### src/rtl/my_gatesnway_seq.sv
// ============================================================================
//  Module   : my_gatesnway_seq
//  Purpose  : Registered N-way word select with AND/OR reduction and 1-bit
//             demux, behind a single-stage valid/ready output register.
//  Revision : 1.0  initial release
// ============================================================================
`default_nettype none

module my_gatesnway_seq #(
  parameter int  WAYS  = 8,
  parameter int  WIDTH = 16,
  localparam int SELW  = $clog2(WAYS)
) (
  input  logic                  clk,
  input  logic                  rst_n,
  input  logic [WAYS*WIDTH-1:0] in,
  input  logic [SELW-1:0]       sel,
  input  logic                  mode,
  input  logic                  din,
  input  logic                  in_valid,
  output logic                  in_ready,
  output logic                  out_valid,
  input  logic                  out_ready,
  output logic [WIDTH-1:0]      out_mux,
  output logic [SELW-1:0]       out_sel,
  output logic                  out_and,
  output logic                  out_or,
  output logic [WAYS-1:0]       out_dmux
);

  logic [WIDTH-1:0] w_chan [WAYS];
  logic [SELW-1:0]  w_eff_sel;
  logic [WIDTH-1:0] w_word;
  logic             w_accept;

  logic             out_valid_q, out_valid_d;
  logic [WIDTH-1:0] out_mux_q,   out_mux_d;
  logic [SELW-1:0]  out_sel_q,   out_sel_d;
  logic             out_and_q,   out_and_d;
  logic             out_or_q,    out_or_d;
  logic [WAYS-1:0]  out_dmux_q,  out_dmux_d;
  logic [SELW-1:0]  scan_ptr_q,  scan_ptr_d;

  generate
    for (genvar k = 0; k < WAYS; k++) begin : g_chan
      assign w_chan[k] = in[k*WIDTH +: WIDTH];
    end
  endgenerate

  assign w_eff_sel = mode ? scan_ptr_q : sel;
  assign w_word    = w_chan[w_eff_sel];

  // Ready only depends on the output stage, never on in_valid.
  assign in_ready  = rst_n && (!out_valid_q || out_ready);
  assign w_accept  = in_valid && in_ready;

  always_comb begin
    out_valid_d = out_valid_q;
    out_mux_d   = out_mux_q;
    out_sel_d   = out_sel_q;
    out_and_d   = out_and_q;
    out_or_d    = out_or_q;
    out_dmux_d  = out_dmux_q;
    scan_ptr_d  = scan_ptr_q;
    if (w_accept) begin
      out_valid_d = 1'b1;
      out_mux_d   = w_word;
      out_sel_d   = w_eff_sel;
      out_and_d   = &w_word;
      out_or_d    = |w_word;
      out_dmux_d  = {{(WAYS-1){1'b0}}, din} << w_eff_sel;
      if (mode) begin
        scan_ptr_d = scan_ptr_q + SELW'(1);
      end
    end else if (out_ready) begin
      out_valid_d = 1'b0;
    end
  end

  always_ff @(posedge clk) begin
    if (!rst_n) begin
      out_valid_q <= 1'b0;
      out_mux_q   <= '0;
      out_sel_q   <= '0;
      out_and_q   <= 1'b0;
      out_or_q    <= 1'b0;
      out_dmux_q  <= '0;
      scan_ptr_q  <= '0;
    end else begin
      out_valid_q <= out_valid_d;
      out_mux_q   <= out_mux_d;
      out_sel_q   <= out_sel_d;
      out_and_q   <= out_and_d;
      out_or_q    <= out_or_d;
      out_dmux_q  <= out_dmux_d;
      scan_ptr_q  <= scan_ptr_d;
    end
  end

  assign out_valid = out_valid_q;
  assign out_mux   = out_mux_q;
  assign out_sel   = out_sel_q;
  assign out_and   = out_and_q;
  assign out_or    = out_or_q;
  assign out_dmux  = out_dmux_q;

endmodule

`default_nettype wire

### config.mk
export PLATFORM = sky130hd
export DESIGN_NAME = my_gatesnway_seq
export DESIGN_NICKNAME = d
export VERILOG_FILES = /design/src/rtl/my_gatesnway_seq.sv
export SDC_FILE = /design/constraint.sdc
export NUM_CORES = 1
export LEC_CHECK = 0
export ABC_AREA = 0
export CORE_MARGIN = 2
export CORE_UTILIZATION = 40
export DETAILED_ROUTE_END_ITERATION = 10
export PLACE_DENSITY_LB_ADDON = 0.2
export SLEW_MARGIN = 10
export SYNTH_ARGS = -nofsm -noshare
export SYNTH_HDL_FRONTEND = slang
export SYNTH_SLANG_ARGS = --single-unit
### constraint.sdc
create_clock -name clk -period 3.3 [get_ports clk]
set_input_delay 0.33 -clock clk [delete_from_list [all_inputs] [get_ports clk]]
set_output_delay 0.33 -clock clk [all_outputs]
set_load 0.1 [all_outputs]
==> results.ini, run 1 <==
[outcome]
status=finished, final reports clean

[sta]
fmax_ghz=0.363
tns_ns=0
tightest_slew_ns=1.05
setup_ws_ns=0.548
rsz0062_at_grt=no
hold_viol=0
hold_ws_ns=0.474
setup_violations=0
finalCritPeriodShare=0.834
maxSlewHeadroom=0.300
post-route-min-period_ns=2.75
slew_viol_final=0
finClkSkew_ns=0.00581

[setup_path]
r2r_cells=8
worstReg2RegEnd=out_or
crit_fanout=7
worstReg2RegStart=scan_ptr_q[0]
crit_slowest_cell=clkdlybuf4s50_1
path_delay_family=multiplexers
crit_chain=clkdlybuf4s50_1 > mux2i_4 > mux4_2 > mux2i_1 > nand4_1 > nor3_1 > a21oi_1
max_stage_delay_ns=0.74
critPathLaunchType=primary input
critPathCaptureType=flip-flop
worstSetupPathType=in2reg
arrival_ns=2.93
critPathBufInv=1
r2r_slack_ns=0.63
cp.required_ns=3.47

[yosys]
ys_ff_latch=33
synthTopCellsByCount=nand2_1 (44), nor2_1 (39), nand3_1 (37)
synth_cell_types=42
synth_most_common_cell=nand2_1
synth_top_area_frac=0.255
synth_fa_ha_area_frac=0.00482
synth_top_flop_cell=dfxtp_1
yosysWarnings=0
synth_top_family_by_area=simple AND/OR/NAND/NOR gates
synthSimpleGateAreaFrac=0.263
synth_area_um2=2590
synth_area_leaders=dfxtp_1 (25%), mux2i_1 (10%), nand3_1 (7.1%)
synth_cells=357
syn-num-nets=495
synth_compound_area_frac=0.247
syn_avg_cell_area_um2=7.27
async_reset_ff_frac=0
synth_edf_count=0
synth_top_cell_by_area=dfxtp_1
seq_area_frac_synth=0.255
synthXorXnorAreaFrac=0.00675
muxShareOfSynthArea=0.155

[die]
die_width_um=84.5
dieArea_um2=7140
fp.dieH_um=84.5
num_rows=29
initial_utilization=0.411
ios=168
coreArea_um2=6310

[finish]
fin_nets=656
num-fill-cells=514
area_delta_synth_final_pct=70.6
antennaDiodeCount=0
fin_util=0.701
drive_gt1_frac=0.0578

[grt]
grt_max_degree=39
grt_pass1_wl_um=15200
grt_pass1_vias=3232
antenna_found_initial=0
grt.total_usage=0.262
overflow=0

[worst_hold_path]
hold_end=out_mux[4]
min_path_cells=2
hp-start=out_mux[4]
hold_class=reg2reg

[placed_design]
io_buffers=167
dpl.hpwl_um=7700
place_ws_ns=0.335
gp_congestion=0.870

[clocking]
clk_path_buf_depth=2
htree_levels=2
cts_tree=done
cts.clk_slew.worst_paths_ns=0.07
postCtsHoldBufs=0
cts_resized=0
clock_latency_ns=0.29
cts_made_buffers=5
cts_setup_buffers=0
cts_root_buffer=clkbuf_8
numClockSinks=33

[pwr]
powerDensity_nw_per_um2=330
vdd.ir_drop.worst_mv=0.311
p_leak_nw=1.66

[run]
drv_cap=0

[route]
drtIter0Drc=201
detail-route-antenna-nets=0
drc=0
routed-via-count=3371
post_drt_wl_per_cell_um=16.3
first_pass_iters=4
routed_wl_um=9710
vias_per_cell=5.66

-- logic make-up after synthesis --
| group | count (synthesis) |
|---|---|
| fa+ha+maj | 1 |
| mux | 33 |
| xor+xnor | 2 |
| simple gates | 151 |
| flops | 33 |
| compound gates | 102 |
| buf+inv | 35 |
-- flip-flops by register name (all words and copies together), names as in the netlist --
signal / count
out_sel: 3
out_and: 1
scan_ptr_q: 3
out_mux: 16
out_valid: 1
out_dmux: 8
out_or: 1
-- per-layer routing --
layer / GRT usage / vias up / wire, µm
met3: 0.0541 / 23 / 812
met1: 0.310 / 1550 / 3740
met5: 0 / - / 0
met4: 0.0924 / 0 / 274
met2: 0.468 / 170 / 4880
li1: - / 1628 / -
-- cell type report --
| class | instances | area [µm²] | area share |
|---|---|---|---|
| clock inverters | 1 | 5.00 | 0.00113 |
| repair buffers | 180 | 1770 | 0.399 |
| inverters | 9 | 33.8 | 0.00763 |
| clock buffers | 7 | 96.3 | 0.0218 |
| flip-flops and latches | 33 | 661 | 0.149 |
| well taps | 77 | 96.3 | 0.0218 |
| multi-input cells | 289 | 1770 | 0.399 |
-- stage by stage --
step                      instances  area, µm²  power [mW]
after floorplan                 357       2590       0.849
after global placement          588       4320        1.12
after detailed placement        588       4320        1.12
after CTS                       596       4430        1.46
after global routing            596       4430        1.52
final                           596       4430        1.46
-- cells in the final DEF, fill, tap and decap left out, types with 8 or more instances in the layout --
cell type	netlist	final
clkdlybuf4s50_1	0	166
nand2_1	44	44
nor2_1	39	39
nand3_1	37	37
dfxtp_1	33	33
o21ai_0	28	28
mux2i_1	27	26
a21oi_1	23	23
buf_4	3	14
o22ai_1	10	10
nor3_1	8	8
inv_1	8	8
-- power by group --
group / total [mW] / internal (mW) / leakage (nW) / switching [mW]
combinational: 0.677 / 0.287 / 1.34 / 0.390
clock: 0.342 / 0.189 / 0.0542 / 0.153
sequential: 0.442 / 0.424 / 0.270 / 0.0178
total: 1.46 / 0.899 / 1.66 / 0.561
-- worst max path at each step --
stage / start / end / slack (ns) / depth (start not counted)
CTS: mode / out_or / 0.59 / 7
detailed placement: mode / out_or / 0.34 / 7
global placement: mode / out_or / 0.44 / 7
floorplan: out_valid / out_and / 0.46 / 7
finish: mode / out_or / 0.55 / 7
global route: mode / out_or / 0.37 / 8
-- worst register-to-register path, stage by stage (launching register included) --
cell and delay [ns]:
dfxtp_1 0.74, mux2_4 0.62, buf_4 0.29, mux2i_1 0.25
a32oi_1 0.08, o21ai_1 0.21, nand4_1 0.13, nor2_1 0.15
a21oi_1 0.08
No activity file was read; power rests on OpenSTA's default activity.
==> run 2, diff against run 1 <==
--- a/config.mk
+++ b/config.mk
@@ -7,7 +7,7 @@
 export LEC_CHECK = 0
 export ABC_AREA = 0
 export CORE_MARGIN = 2
-export CORE_UTILIZATION = 40
+export CORE_UTILIZATION = 33
 export DETAILED_ROUTE_END_ITERATION = 10
 export PLACE_DENSITY_LB_ADDON = 0.2
 export SLEW_MARGIN = 10
==> constraint.sdc (replaced) <==
create_clock -name clk -period 2.35 [get_ports clk]
set_input_delay 0.235 -clock clk [delete_from_list [all_inputs] [get_ports clk]]
set_output_delay 0.235 -clock clk [all_outputs]
set_load 0.1 [all_outputs]
==> run 2 against run 1 <==
Compared with the run above:
- setup slack worse by 0.44 ns
- count of clock-buffer cells in the layout unchanged
- critical path depth is 5 higher
- via count rose by 0.36%
- non-clock buffer count grew 26
- first-iteration DRC count down 38%
- cell count up 8.4%
- flip-flop and latch count unchanged
- register-to-register slack worse by 0.44 ns
- combinational power up 52%
- sequential power is 40% higher
- clock skew decreased by 0.0034 ns
- largest cell class is now non-clock buffers
==> results.ini, run 2 (synthesis gave the netlist of run 1 again) <==
[sta]
maxSlewHeadroom=0.666  ; +0.367
finalCritPeriodShare=0.954
setup_violations=0  ; unchanged
hold_viol=0  ; unchanged
hold_ws_ns=0.471  ; -0.00303 ns
finClkSkew_ns=0.00244  ; -0.00337 ns
setup_ws_ns=0.108  ; -0.440 ns
tightest_slew_ns=0.500  ; -0.548 ns
rsz0062_at_grt=no
tns_ns=0  ; unchanged
fmax_ghz=0.446
post-route-min-period_ns=2.24
slew_viol_final=0  ; unchanged

[pwr]
p_total_mw=2.08  ; +42%
vdd.ir_drop.worst_mv=0.320  ; +2.8%
powerDensity_nw_per_um2=447  ; +35%
p_leak_nw=1.85  ; +12%

[finish]
seqCellArea_um2=662  ; +0.19%
num-fill-cells=753  ; +46%
area_delta_synth_final_pct=79.2
largest_reg_flops=16  ; unchanged
multiInputGateArea_um2=1780  ; +0.57%
layout.cells.most_common_list=clkdlybuf4s50_1 (136), buf_4 (62), nand2_1 (44)
antennaDiodeCount=0  ; unchanged
fin_nets=682  ; +4.0%
drive_gt1_frac=0.165  ; +0.108
final_common_cell=clkdlybuf4s50_1

[clocking]
cts_root_buffer=clkbuf_8
cts_tree=done
cts_made_buffers=5  ; unchanged
clock_latency_ns=0.27  ; -0.02 ns
numClockSinks=33  ; unchanged
postCtsHoldBufs=0  ; unchanged
clk_path_buf_depth=2  ; unchanged
cts.clk_slew.worst_paths_ns=0.07  ; about the same
htree_levels=2  ; unchanged

[setup_path]
critPathCaptureType=flip-flop
r2r_cells=9  ; +1
critPathLaunchType=primary input
cp.required_ns=2.51  ; -0.96 ns
worstReg2RegEnd=out_or
worstSetupPathType=in2reg
arrival_ns=2.40  ; -0.53 ns
r2r_slack_ns=0.19  ; -0.44 ns
crit_fanout=15  ; +8
worstReg2RegStart=scan_ptr_q[0]

[route]
routed-via-count=3383  ; +0.36%
drc=0  ; unchanged
first_pass_iters=4  ; unchanged
vias_per_cell=5.24  ; -7.4%
routed_wl_um=10100  ; +4.2%
detail-route-antenna-nets=0  ; unchanged
post_drt_wl_per_cell_um=15.7  ; -3.9%
drtIter0Drc=124  ; -38%

[worst_hold_path]
hp-start=out_and
hold_end=out_and
min_path_cells=2  ; unchanged
hold_class=reg2reg

[grt]
grt_pass1_wl_um=15600  ; +2.7%
grt.total_usage=0.228  ; -0.0338
antenna_found_initial=0  ; unchanged
grt_pass1_vias=3250  ; +0.56%
overflow=0  ; unchanged
grt_max_degree=45  ; +15%

[die]
num_rows=32  ; +10%
coreArea_um2=7690  ; +22%
die_width_um=92.7  ; +9.6%
initial_utilization=0.337  ; -0.0734
dieArea_um2=8580  ; +20%
fp.dieH_um=92.7  ; +9.6%
ios=168  ; unchanged

[placed_design]
place_ws_ns=-0.219  ; -0.554 ns
gp_congestion=0.834  ; -4.1%
io_buffers=167  ; unchanged
dpl.hpwl_um=8260  ; +7.2%

[outcome]
status=finished, final reports clean

[run]
drv_cap=0  ; unchanged

[run 2: how the worst max path moves through the flow]
stage | slack, ns | startpoint | cells after the start | end
floorplan | 0.06 | out_valid | 7 | out_and
global placement | -0.18 | mode | 8 | out_or
detailed placement | -0.22 | mode | 8 | out_or
CTS | 0.05 | mode | 12 | out_or
global route | 0.02 | mode | 9 | out_or
finish | 0.11 | mode | 12 | out_or
[run 2: final cells by class]
type / instances / share of cell area
sequential: 33 / 0.142
multi-input combinational: 289 / 0.382
timing repair buffer: 206 / 0.422
inverter: 9 / 0.00727
clock buffer: 7 / 0.0186
tap: 102 / 0.0275
[run 2: routing by layer]
metal / wire (µm) / GRT usage / part of all wire / up-vias
met5: 0 / 0 / 0 / -
met2: 5090 / 0.425 / 0.50 / 142
met3: 741 / 0.0415 / 0.073 / 8
met1: 4200 / 0.281 / 0.42 / 1556
met4: 78 / 0.0306 / 0.0077 / 0
li1: - / - / - / 1677
[run 2: repair_timing]
item	CTS	global route
buffers inserted	0	0
setup endpoints to repair	0	2
gates resized for setup	0	7
[run 2: worst max-delay path, cell delays in order]
cell             delay, ns
clkdlybuf4s50_1       0.48
buf_6                 0.15
buf_6                 0.16
nand2b_1              0.18
buf_4                 0.17
o22ai_1               0.11
a221o_1               0.32
a21oi_1               0.18
buf_4                 0.15
nand4_1               0.07
nor2_1                0.13
a21oi_1               0.07
[run 2: through the flow]
stage          cell area [µm²]  instances  utilization
6_report                  4650        646        0.604
5_1_grt                   4650        646        0.604
4_1_cts                   4630        646        0.602
3_5_place_dp              4540        639        0.591
3_3_place_gp              4540        639        0.591
2_1_floorplan             2600        357            -
[run 2: power by group]
part	internal [mW]	switching, mW	total (mW)
logic	0.458	0.570	1.03
registers	0.596	0.0228	0.619
clock network	0.232	0.197	0.429
total	1.29	0.790	2.08
